$ cat src/rtl/uart_rx_pkg.sv
// Shared constants for the UART receive controller: interrupt ID codes,
// trigger thresholds, read-sequencer states and line-status bit positions.
package uart_rx_pkg;

  localparam logic [3:0] IID_NONE    = 4'b0001;
  localparam logic [3:0] IID_LINE    = 4'b0110;
  localparam logic [3:0] IID_DATA    = 4'b0100;
  localparam logic [3:0] IID_TIMEOUT = 4'b1100;

  localparam logic [4:0] TRIG_1  = 5'd1;
  localparam logic [4:0] TRIG_4  = 5'd4;
  localparam logic [4:0] TRIG_8  = 5'd8;
  localparam logic [4:0] TRIG_14 = 5'd14;

  typedef enum logic [1:0] {
    ST_IDLE   = 2'd0,
    ST_POP    = 2'd1,
    ST_SETTLE = 2'd2
  } rd_state_t;

  localparam int LSR_DR      = 0;
  localparam int LSR_OE      = 1;
  localparam int LSR_PE      = 2;
  localparam int LSR_FE      = 3;
  localparam int LSR_BI      = 4;
  localparam int LSR_FIFOERR = 7;

  function automatic logic [4:0] trig_threshold(input logic [1:0] level);
    case (level)
      2'b00:   trig_threshold = TRIG_1;
      2'b01:   trig_threshold = TRIG_4;
      2'b10:   trig_threshold = TRIG_8;
      default: trig_threshold = TRIG_14;
    endcase
  endfunction

endpackage

$ cat src/rtl/uart_rx_ctrl_timeout.sv
// Character-timeout tracker: counts idle character times while the FIFO
// holds data and flags a pending timeout once TIMEOUT_CHARS have elapsed.
module uart_rx_timeout #(
  parameter int TIMEOUT_CHARS = 4
) (
  input  logic clock,
  input  logic reset,
  input  logic fifoWe,
  input  logic fifoRe,
  input  logic fifoEmpty,
  input  logic charTick,
  output logic timeoutPending
);

  localparam logic [2:0] LP_LIMIT = 3'(TIMEOUT_CHARS);

  logic [2:0] r_count;
  logic [2:0] w_count_next;
  logic       r_pending;
  logic       w_pending_next;

  always_comb begin
    w_count_next = r_count;
    if (fifoWe || fifoRe || fifoEmpty)
      w_count_next = 3'd0;
    else if (charTick && (r_count != LP_LIMIT))
      w_count_next = r_count + 3'd1;
  end

  // Exported from the next-state value so the interrupt register can
  // react in the same edge that completes the final character time.
  assign w_pending_next = !(fifoRe || fifoEmpty) &&
                          (r_pending || (w_count_next == LP_LIMIT));
  assign timeoutPending = w_pending_next;

  always_ff @(posedge clock) begin
    if (reset) begin
      r_count   <= 3'd0;
      r_pending <= 1'b0;
    end else begin
      r_count   <= w_count_next;
      r_pending <= w_pending_next;
    end
  end

endmodule

$ cat src/rtl/uart_rx_ctrl.sv
// UART receive-side controller: FIFO pop sequencing, line status and the
// prioritised receive interrupt. Macro UART_RX_TIMEOUT_EN builds the timeout source.
module uart_rx_ctrl
  import uart_rx_pkg::*;
#(
  parameter int TIMEOUT_CHARS = 4
) (
  input  logic       clock,
  input  logic       reset,
  input  logic       fifoWe,
  input  logic       fifoFull,
  input  logic       fifoEmpty,
  input  logic [4:0] nrOfEntries,
  input  logic       frameErrorIn,
  input  logic       parityErrorIn,
  input  logic       breakIn,
  input  logic       fifoError,
  input  logic       charTick,
  input  logic [1:0] triggerLevel,
  input  logic       enableDataInt,
  input  logic       enableLineInt,
  input  logic       readData,
  input  logic       readLsr,
  output logic       fifoRe,
  output logic       clearError,
  output logic [7:0] lsr,
  output logic       irq,
  output logic [3:0] irqId
);

  rd_state_t r_state;
  rd_state_t w_state_next;
  logic      w_fifo_re;

  always_ff @(posedge clock) begin
    if (reset) r_state <= ST_IDLE;
    else       r_state <= w_state_next;
  end

  always_comb begin
    w_state_next = r_state;
    w_fifo_re    = 1'b0;
    case (r_state)
      ST_IDLE:   if (readData && !fifoEmpty) w_state_next = ST_POP;
      ST_POP: begin
        w_fifo_re    = 1'b1;
        w_state_next = ST_SETTLE;
      end
      ST_SETTLE: w_state_next = ST_IDLE;
      default:   w_state_next = ST_IDLE;
    endcase
  end

  assign fifoRe = w_fifo_re;

  logic w_timeout_pending;
`ifdef UART_RX_TIMEOUT_EN
  uart_rx_timeout #(.TIMEOUT_CHARS(TIMEOUT_CHARS)) u_timeout (
    .clock          (clock),
    .reset          (reset),
    .fifoWe         (fifoWe),
    .fifoRe         (w_fifo_re),
    .fifoEmpty      (fifoEmpty),
    .charTick       (charTick),
    .timeoutPending (w_timeout_pending)
  );
`else
  // No timeout source: the tick and parameter are referenced but masked off.
  assign w_timeout_pending = 1'b0 & charTick & (TIMEOUT_CHARS > 0);
`endif

  logic r_dr, r_oe, r_pe, r_fe, r_bi, r_fifo_err, r_clear_error, r_irq;
  logic [3:0] r_irq_id;
  logic w_oe_next, w_pe_next, w_fe_next, w_bi_next;
  logic [3:0] w_irq_id_next;

  // A new error in the same cycle as the status read survives the clear.
  assign w_oe_next = (fifoWe && fifoFull && !w_fifo_re) || (r_oe && !readLsr);
  assign w_pe_next = (parityErrorIn && !fifoEmpty) || (r_pe && !readLsr);
  assign w_fe_next = (frameErrorIn && !fifoEmpty) || (r_fe && !readLsr);
  assign w_bi_next = (breakIn && !fifoEmpty) || (r_bi && !readLsr);

  always_comb begin
    w_irq_id_next = IID_NONE;
    if (enableLineInt && (w_oe_next || w_pe_next || w_fe_next || w_bi_next))
      w_irq_id_next = IID_LINE;
    else if (enableDataInt && (nrOfEntries >= trig_threshold(triggerLevel)))
      w_irq_id_next = IID_DATA;
    else if (enableDataInt && w_timeout_pending)
      w_irq_id_next = IID_TIMEOUT;
  end

  always_ff @(posedge clock) begin
    if (reset) begin
      r_dr          <= 1'b0;
      r_oe          <= 1'b0;
      r_pe          <= 1'b0;
      r_fe          <= 1'b0;
      r_bi          <= 1'b0;
      r_fifo_err    <= 1'b0;
      r_clear_error <= 1'b0;
      r_irq         <= 1'b0;
      r_irq_id      <= IID_NONE;
    end else begin
      r_dr          <= !fifoEmpty;
      r_oe          <= w_oe_next;
      r_pe          <= w_pe_next;
      r_fe          <= w_fe_next;
      r_bi          <= w_bi_next;
      r_fifo_err    <= fifoError;
      r_clear_error <= readLsr;
      r_irq         <= (w_irq_id_next != IID_NONE);
      r_irq_id      <= w_irq_id_next;
    end
  end

  always_comb begin
    lsr              = 8'h00;
    lsr[LSR_DR]      = r_dr;
    lsr[LSR_OE]      = r_oe;
    lsr[LSR_PE]      = r_pe;
    lsr[LSR_FE]      = r_fe;
    lsr[LSR_BI]      = r_bi;
    lsr[LSR_FIFOERR] = r_fifo_err;
  end

  assign clearError = r_clear_error;
  assign irq        = r_irq;
  assign irqId      = r_irq_id;

endmodule

$ cat config.mk
export PLATFORM = sky130hd
export DESIGN_NAME = uart_rx_ctrl
export DESIGN_NICKNAME = d
export VERILOG_FILES = /design/src/rtl/uart_rx_pkg.sv /design/src/rtl/uart_rx_ctrl_timeout.sv /design/src/rtl/uart_rx_ctrl.sv
export SDC_FILE = /design/constraint.sdc
export NUM_CORES = 1
export LEC_CHECK = 0
export ABC_AREA = 1
export CAP_MARGIN = 20
export CORE_MARGIN = 3
export CORE_UTILIZATION = 39
export DETAILED_ROUTE_END_ITERATION = 12
export GPL_TIMING_DRIVEN = 0
export MAX_ROUTING_LAYER = met4
export PLACE_DENSITY = 0.82
export REMOVE_ABC_BUFFERS = 1
export SLEW_MARGIN = 20
export SYNTH_ARGS = -nofsm -noshare
export SYNTH_HDL_FRONTEND = slang
export SYNTH_SLANG_ARGS = --single-unit
$ cat constraint.sdc
create_clock -name clock -period 1.75 [get_ports clock]
set_clock_uncertainty 0.05 [all_clocks]
set_input_delay 0.35 -clock clock [delete_from_list [all_inputs] [get_ports clock]]
set_output_delay 0.35 -clock clock [all_outputs]
set_load 0.1 [all_outputs]
==> out/metrics.csv, run 1 <==
metric,value,unit
status,completed,
wire per inst,9.921,um
Via density,4.378,
Final Non-Filler Cells,127,
placed instance count,123,
fill cell count,122,
# IOs,36,
remaining antenna violation count,0,
worst slew pin tran,0.5453,ns
latest clock arrival within the worst-skew pair,0.27,ns
number of setup buffers added after CTS,0,
static leakage,0.4674,nW
final hold vios,0,
H-tree Lvls,1,
CTS root buf,clkbuf_4,
num rows,13,
Post-Synthesis Cells,86,
initial antenna violation count,0,
Core ar.,0.001383,mm^2
Area Overhead vs Synth,46.86,%
Yosys cell types,16,
die width,45.77,um
Synth Warn #,0,
Sequential Area,240.2,um^2
Power Density,891.3,mW/mm^2
RSZ-0062 raised after global routing,no,
Critical Path Fanout Max,3,
Port Buffers,31,
Critical Path AT,1.18,ns
gr ovfl total,0,
layout cells sized above 1,20.54,%
routed vias,556,
register bit total from synthesis,12,
die area,0.002095,mm^2
Critical Path End Type,primary output,
Max Freq,633.6,MHz
Final period util,90.18,%
total power,807.4,uW
Final Setup Violations,0,
Clock Sinks,12,
crit path kind,flop to primary output,
gp weighted congestion,0.7690,
fin. max-slew vios,0,
total routed wirelength,1.260,mm
Worst EP required,1.35,ns
design area,905.9,um^2
Die H,45.77,um
Hold WC Path Type,flop to flop,
largest net degree at the start of global routing,11,
clock buffer count from CTS,3,
Max Cap Viol,0,
# DRC,0,
worst IR drop on VDD,0.3882,mV
Worst-path clk slew,0.08,ns
Max Root-Sink Buffers,2,
First-pass DRT Iterations,4,
startpoint types,flop,
post-layout util,65.52,%
area of the multi-input gates,229.0,um^2
Diodes inserted,0,
vias in the first global route,543,
"most common cell after layout, fill and taps aside",clkdlybuf4s50_1,
Netlist Area Pre-Place,616.8,um^2
Post-Syn Area per Cell,7.173,um^2
All-Layer GR Usage,14.43,%
max_slew headroom,63.81,%
CTS tree,done,
1st-iter DRT viols,2,
first-pass GRT wire length,2.083,mm
"Seq/Total Area, Yosys",38.95,%
minimum clock period,1.578,ns
dpl cell area,873.3,um^2
Detailed Place HPWL,1.033,mm
final setup TNS,0,ns
most frequent cells in the layout,"clkdlybuf4s50_1 (19), inv_1 (18), nor2_1 (14)",
Initial Utilization,44.62,%
fin nets,138,
registers in the layout, indices dropped and copies added, names as in the netlist:
name / count
clearError: 1
r_dr: 1
r_fe: 1
r_oe: 1
irqId: 2
irq: 1
r_pe: 1
r_fifo_err: 1
r_bi: 1
r_state: 2
Yosys cell counts:
master   instances  area (um^2)
a21oi_1          1        5.000
and3_1           1        6.260
buf_2            1        5.000
buf_4           10        75.07
conb_1           1        3.750
dfxtp_1         12        240.2
ha_1             4        50.05
inv_1           18        67.56
inv_2            2        7.510
nand2_1         13        48.80
nand2_2          4        25.02
nand3_1          1        5.000
nand4_1          1        6.260
nor2_1          14        52.55
o21ai_1          2        10.01
o21ai_2          1        8.760
timing repair:
action,CTS,global route
hold endpoints to repair,0,0
hold buffers,0,0
gates resized for setup,32,6
endpoints found under the setup margin,12,3
layout make-up:
class / instances / area share, %
sequential: 12 / 26.52
tap: 15 / 2.072
timing repair buffer: 31 / 33.84
multi-input combinational: 45 / 25.28
inverter: 20 / 8.287
clock buffer: 4 / 4.006
power by group:
group | switching [mW] | internal, mW
Sequential | 0.00609 | 0.290
Combinational | 0.212 | 0.0790
Clock | 0.0941 | 0.126
Total | 0.312 | 0.495
final timing paths:
check / slack, ns / startpoint / to / cells past startpoint
hold / removal: 0.44 / r_oe / r_oe / 2
hold reg to reg: 0.44 / r_oe / r_oe / 2
setup / recovery: 0.17 / r_state[0] / fifoRe / 3
setup reg to reg: 0.75 / r_state[0] / irq / 7
critical path, cell delays in order (launching register included):
cell and delay [ns]:
dfxtp_1 0.35, nand2_2 0.08, inv_1 0.06, buf_2 0.42
metrics by stage:
stage          hold slack, ns  worst slack [ns]
2_1_floorplan          0.3691           -0.2032
3_3_place_gp           0.4251           -0.2252
3_5_place_dp           0.4347           -0.2525
4_1_cts                0.4460           -0.1122
5_1_grt                0.4663           0.08923
6_report               0.4434            0.1718
cell families (layout without fill, tap and decap cells):
group                    after synthesis  in the layout  share of synthesized area (%)
adder cells (fa/ha/maj)                4              4                          8.114
AO/OA/AOI/OAI                          4              4                          3.854
buffers and inverters                 31             55                          25.15
other                                  1              3                         0.6079
AND/OR/NAND/NOR                       34             34                          23.33
flip-flops                            12             12                          38.95
per-layer routing:
metal / track usage [%] / up-vias / wire length [um]
met5: - / - / 0
li1: - / 287 / -
met3: 4.348 / 4 / 156
met1: 13.16 / 237 / 451
met2: 25.91 / 28 / 633
met4: 8.523 / 0 / 18
Note: power is estimated with default switching activity, not from simulation.
==> run 2: changes to the inputs <==
Settings changed: CTS_CLUSTER_DIAMETER set to 60, SKIP_CTS_REPAIR_TIMING set to 1, SYNTH_HIERARCHICAL set to 1.
==> run 2 against run 1 <==
Against the previous run: setup slack got worse by 0.14 ns; clock power barely moved; power fell by 0.55%; die area did not move; combinational power barely moved; cell count did not move; critical path type unchanged; critical endpoint is now irqId[1].
==> out/metrics.csv, run 2 <==
metric,value,unit
Core ar.,0.001383,mm^2
register bit total from synthesis,12,
final worst slack,0.03492,ns
Hold WC Path Type,flop to flop,
max_slew headroom,35.65,%
Min Hold Slack,0.4438,ns
R2R Path Start,r_state[1],
most numerous cell in the Yosys netlist,inv_1,
Sequential Power Share,36.8,%
crit path cell chain,dlymetal6s2s_1,
Die H,45.77,um
Critical Path Fanout Max,1,
predominant post-synthesis flop cell,dfxtp_1,
clock buffer count from CTS,3,
Final period util,98.00,%
total routed wirelength,1.296,mm
Port Buffers,31,
"Seq/Total Area, Yosys",38.95,%
total power,802.9,uW
internal power,492.0,uW
area of the multi-input gates,229.0,um^2
RSZ-0062 raised after global routing,no,
Net Sw Power,310.8,uW
latest clock arrival within the worst-skew pair,0.27,ns
Max Freq,583.1,MHz
CTS root buf,clkbuf_4,
routed vias,567,
startpoint types,flop,
Levels on crit path,1,
Sequential Area,240.2,um^2
Synth Warn #,6,
worst slew pin tran,0.9637,ns
# DRC,0,
Final Setup Violations,0,
Sw Share,38.72,%
H-tree Lvls,1,
Critical Path End Type,primary output,
top cell type's share of synthesized area,38.95,%
most frequent cells in the layout,"clkdlybuf4s50_1 (19), inv_1 (18), nor2_1 (14)",
slowest library cell on the worst path,dlymetal6s2s_1,
Comb power frac,36.0,%
fill cell count,125,
WP buf/inv,1,
wire per inst,10.20,um
Post-Synthesis Cells,86,
Post-synth EDFFs,0,
Via density,4.465,
Worst EP required,1.35,ns
"most common cell after layout, fill and taps aside",clkdlybuf4s50_1,
static leakage,0.5150,nW
Power Density,912.8,mW/mm^2
vias in the first global route,532,
final hold vios,0,
All-Layer GR Usage,13.85,%
Yosys cell types,16,
design area,879.6,um^2
gp weighted congestion,0.7690,
first-pass GRT wire length,2.014,mm
Worst-path clk slew,0.08,ns
Synth async-reset ratio,0,%
Post-Syn Area per Cell,7.173,um^2
Initial Utilization,44.62,%
crit path from,irqId[1],
# IOs,36,
Diodes inserted,0,
Max Cap Viol,0,
critical path's top delay family,buffers and inverters,
pre-CTS setup slack,-0.2525,ns
die width,45.77,um
fin nets,138,
dpl cell area,873.3,um^2
Clock Sinks,12,
die area,0.002095,mm^2
crit path kind,flop to primary output,
R2R depth,8,
CTS tree,done,
layout cells sized above 1,16.96,%
num rows,13,
fin. max-slew vios,0,
status,completed,
Max Root-Sink Buffers,2,
Worst R2R Setup Slack,0.75,ns
Detailed Place HPWL,1.033,mm
synth top area cells,"dfxtp_1 (39%), buf_4 (12%), inv_1 (11%)",
Yosys top cell by area,dfxtp_1,
minimum clock period,1.715,ns
reg2reg end,irq,
final setup TNS,0,ns
worst IR drop on VDD,0.3944,mV
Critical Path AT,1.32,ns
Clk network pwr share,27.2,%
1st-iter DRT viols,6,
largest net degree at the start of global routing,11,
remaining antenna violation count,0,
Synth top cells by count,"inv_1 (18), nor2_1 (14), nand2_1 (13)",
initial antenna violation count,0,
CP peak stage delay,0.73,ns
Netlist Area Pre-Place,616.8,um^2
Area Overhead vs Synth,42.60,%
First-pass DRT Iterations,4,
gr ovfl total,0,
Critical Path Sink,irqId[1],
run 2: cell counts after synthesis:
No cell type changed its count.
run 2: per-layer routing:
layer,vias up,share of wire [%],track usage (%)
met5,-,0,-
met4,0,0.62,8.523
met3,4,13,3.557
met2,32,50,24.79
met1,242,36,12.92
li1,289,-,-
run 2: cell families after synthesis:
kind of cell | after synthesis | share of synthesized area [%]
other | 1 | 0.6079
adder cells (fa/ha/maj) | 4 | 8.114
flip-flops | 12 | 38.95
buffers and inverters | 31 | 25.15
AO/OA/AOI/OAI | 4 | 3.854
AND/OR/NAND/NOR | 34 | 23.33
run 2: area by class of cell:
type                            count  area share [%]
Tap cell                           15           2.134
Timing Repair Buffer               31           31.86
Inverter                           20           8.535
Sequential cell                    12           27.31
Clock buffer                        4           4.125
Multi-Input combinational cell     45           26.03
run 2: metrics by stage:
| step | util (%) | instances |
|---|---|---|
| finish | 63.62 | 127 |
| global route | 63.62 | 127 |
| CTS | 65.79 | 127 |
| detailed placement | 63.17 | 123 |
| global placement | 63.17 | 123 |
| floorplan | - | 77 |
run 2: worst min-delay path: stages, from the launching register on:
cell and delay (ns):
dfxtp_1 0.31, nand2_1 0.08, a21oi_1 0.06
run 2: power groups by stage:
stage / Sequential (mW) / Combinational [mW] / Clock, mW
final: 0.295 / 0.289 / 0.219
after detailed placement: 0.302 / 0.302 / 0
after CTS: 0.296 / 0.303 / 0.224
after global routing: 0.297 / 0.305 / 0.237
after global placement: 0.302 / 0.298 / 0
after floorplan: 0.430 / 0.0810 / 0
run 2: how the worst min path moves through the flow:
| stage | end | cells after the start | from |
|---|---|---|---|
| final | r_oe | 2 | r_oe |
| after global routing | r_state[1] | 2 | r_state[0] |
| after global placement | r_state[1] | 2 | r_state[0] |
| after floorplan | r_oe | 1 | reset |
| after detailed placement | r_oe | 2 | r_oe |
| after CTS | r_oe | 2 | r_oe |
==> run 3: changes to the inputs <==
Settings changed: CORE_ASPECT_RATIO set to 1.1, SYNTH_HIERARCHICAL 1 to unset.
==> run 3 against run 2 <==
Against the previous run: core utilization down 1.5 points; hold slack worse by 0.0026 ns; combinational power about the same; global-route usage decreased by 1.8 points; die area about the same; maximum frequency rose by 0.35%; clock power fell by 3%; power shrank 0.74%; setup slack gained 0.0060 ns.
==> out/metrics.csv, run 3 (same netlist as run 1, synthesis figures left out) <==
metric,value,unit
Diodes inserted,0,
Levels on crit path,1,
worst slew pin tran,0.9676,ns
CTS tree,done,
status,completed,
Sequential Area,240.2,um^2
post-layout util,62.08,%
Port Buffers,31,
initial antenna violation count,0,
Worst EP required,1.35,ns
Clock Sinks,12,
placed instance count,124,
Detailed Place HPWL,1.017,mm
Core ar.,0.001419,mm^2
met2 WL post-DR,572,um
CP peak stage delay,0.73,ns
Critical Path Fanout Max,1,
latest clock arrival within the worst-skew pair,0.27,ns
fin nets,138,
Max Cap Viol,0,
Min Hold Slack,0.4412,ns
area of the multi-input gates,229.0,um^2
R2R depth,8,
Power Density,904.8,mW/mm^2
die width,43.92,um
die area,0.002095,mm^2
1st-iter DRT viols,1,
Hold Path Cell Cnt,2,
minimum clock period,1.709,ns
critical path's top delay family,buffers and inverters,
vias in the first global route,445,
WP buf/inv,1,
gr ovfl total,0,
largest net degree at the start of global routing,11,
Max Freq,585.1,MHz
Final Non-Filler Cells,128,
wire per inst,9.383,um
First-pass DRT Iterations,4,
# IOs,36,
layout cells sized above 1,16.96,%
final hold vios,0,
worst IR drop on VDD,0.3793,mV
# DRC,0,
crit path kind,flop to primary output,
crit path cell chain,dlymetal6s2s_1,
Via density,4.336,
final setup TNS,0,ns
CTS root buf,clkbuf_4,
Die H,47.71,um
gp weighted congestion,0.7819,
DR top layer,met4,
All-Layer GR Usage,12.01,%
Final period util,97.66,%
most frequent cells in the layout,"clkdlybuf4s50_1 (19), inv_1 (18), nor2_1 (14)",
remaining antenna violation count,0,
H-tree Lvls,1,
Hold WC Path Type,flop to flop,
Critical Path End Type,primary output,
slowest library cell on the worst path,dlymetal6s2s_1,
startpoint types,flop,
static leakage,0.5150,nW
max_slew headroom,35.39,%
Initial Utilization,43.47,%
routed vias,555,
Area Overhead vs Synth,42.80,%
"most common cell after layout, fill and taps aside",clkdlybuf4s50_1,
M1 WL,462,um
fin. max-slew vios,0,
DR WL met3,152,um
first-pass GRT wire length,1.711,mm
clock buffer count from CTS,3,
Critical Path AT,1.31,ns
fill cell count,125,
Final Setup Violations,0,
RSZ-0062 raised after global routing,no,
total routed wirelength,1.201,mm
num rows,14,
Max Root-Sink Buffers,2,
Worst-path clk slew,0.07,ns
run 3: worst paths after layout:
check / start / end / slack, ns
worst max register to register: r_state[1] / irq / 0.75
worst min register to register: r_state[0] / r_state[1] / 0.44
worst max-delay path: irqId[1] / irqId[1] / 0.04
worst min-delay path: r_state[0] / r_state[1] / 0.44
run 3: through the flow:
step           total power [mW]  setup WS, ns  area [um^2]
2_1_floorplan            0.5107       -0.2032        544.3
3_3_place_gp             0.5995       -0.2262        874.6
3_5_place_dp             0.6038       -0.2396        874.6
4_1_cts                  0.8197       -0.5355        910.9
5_1_grt                  0.8322      0.002533        880.8
6_report                 0.7970       0.04088        880.8
run 3: routing by layer:
metal  vias up  GRT usage, %
li1        291             -
met1       233         11.36
met2        29         21.80
met3         2         2.256
met4         0         9.036
met5         -             -
run 3: cell type report:
class                      count  area share (%)
clock buffer                   4           4.119
timing repair buffer          31           31.82
sequential                    12           27.27
multi-input combinational     45           25.99
tap                           16           2.273
inverter                      20           8.523
run 3: power by group:
part	internal (mW)	total [mW]	switching, mW	leakage, nW
sequential	0.290	0.296	0.00606	0.0994
combinational	0.0761	0.288	0.212	0.395
clock	0.126	0.213	0.0872	0.0210
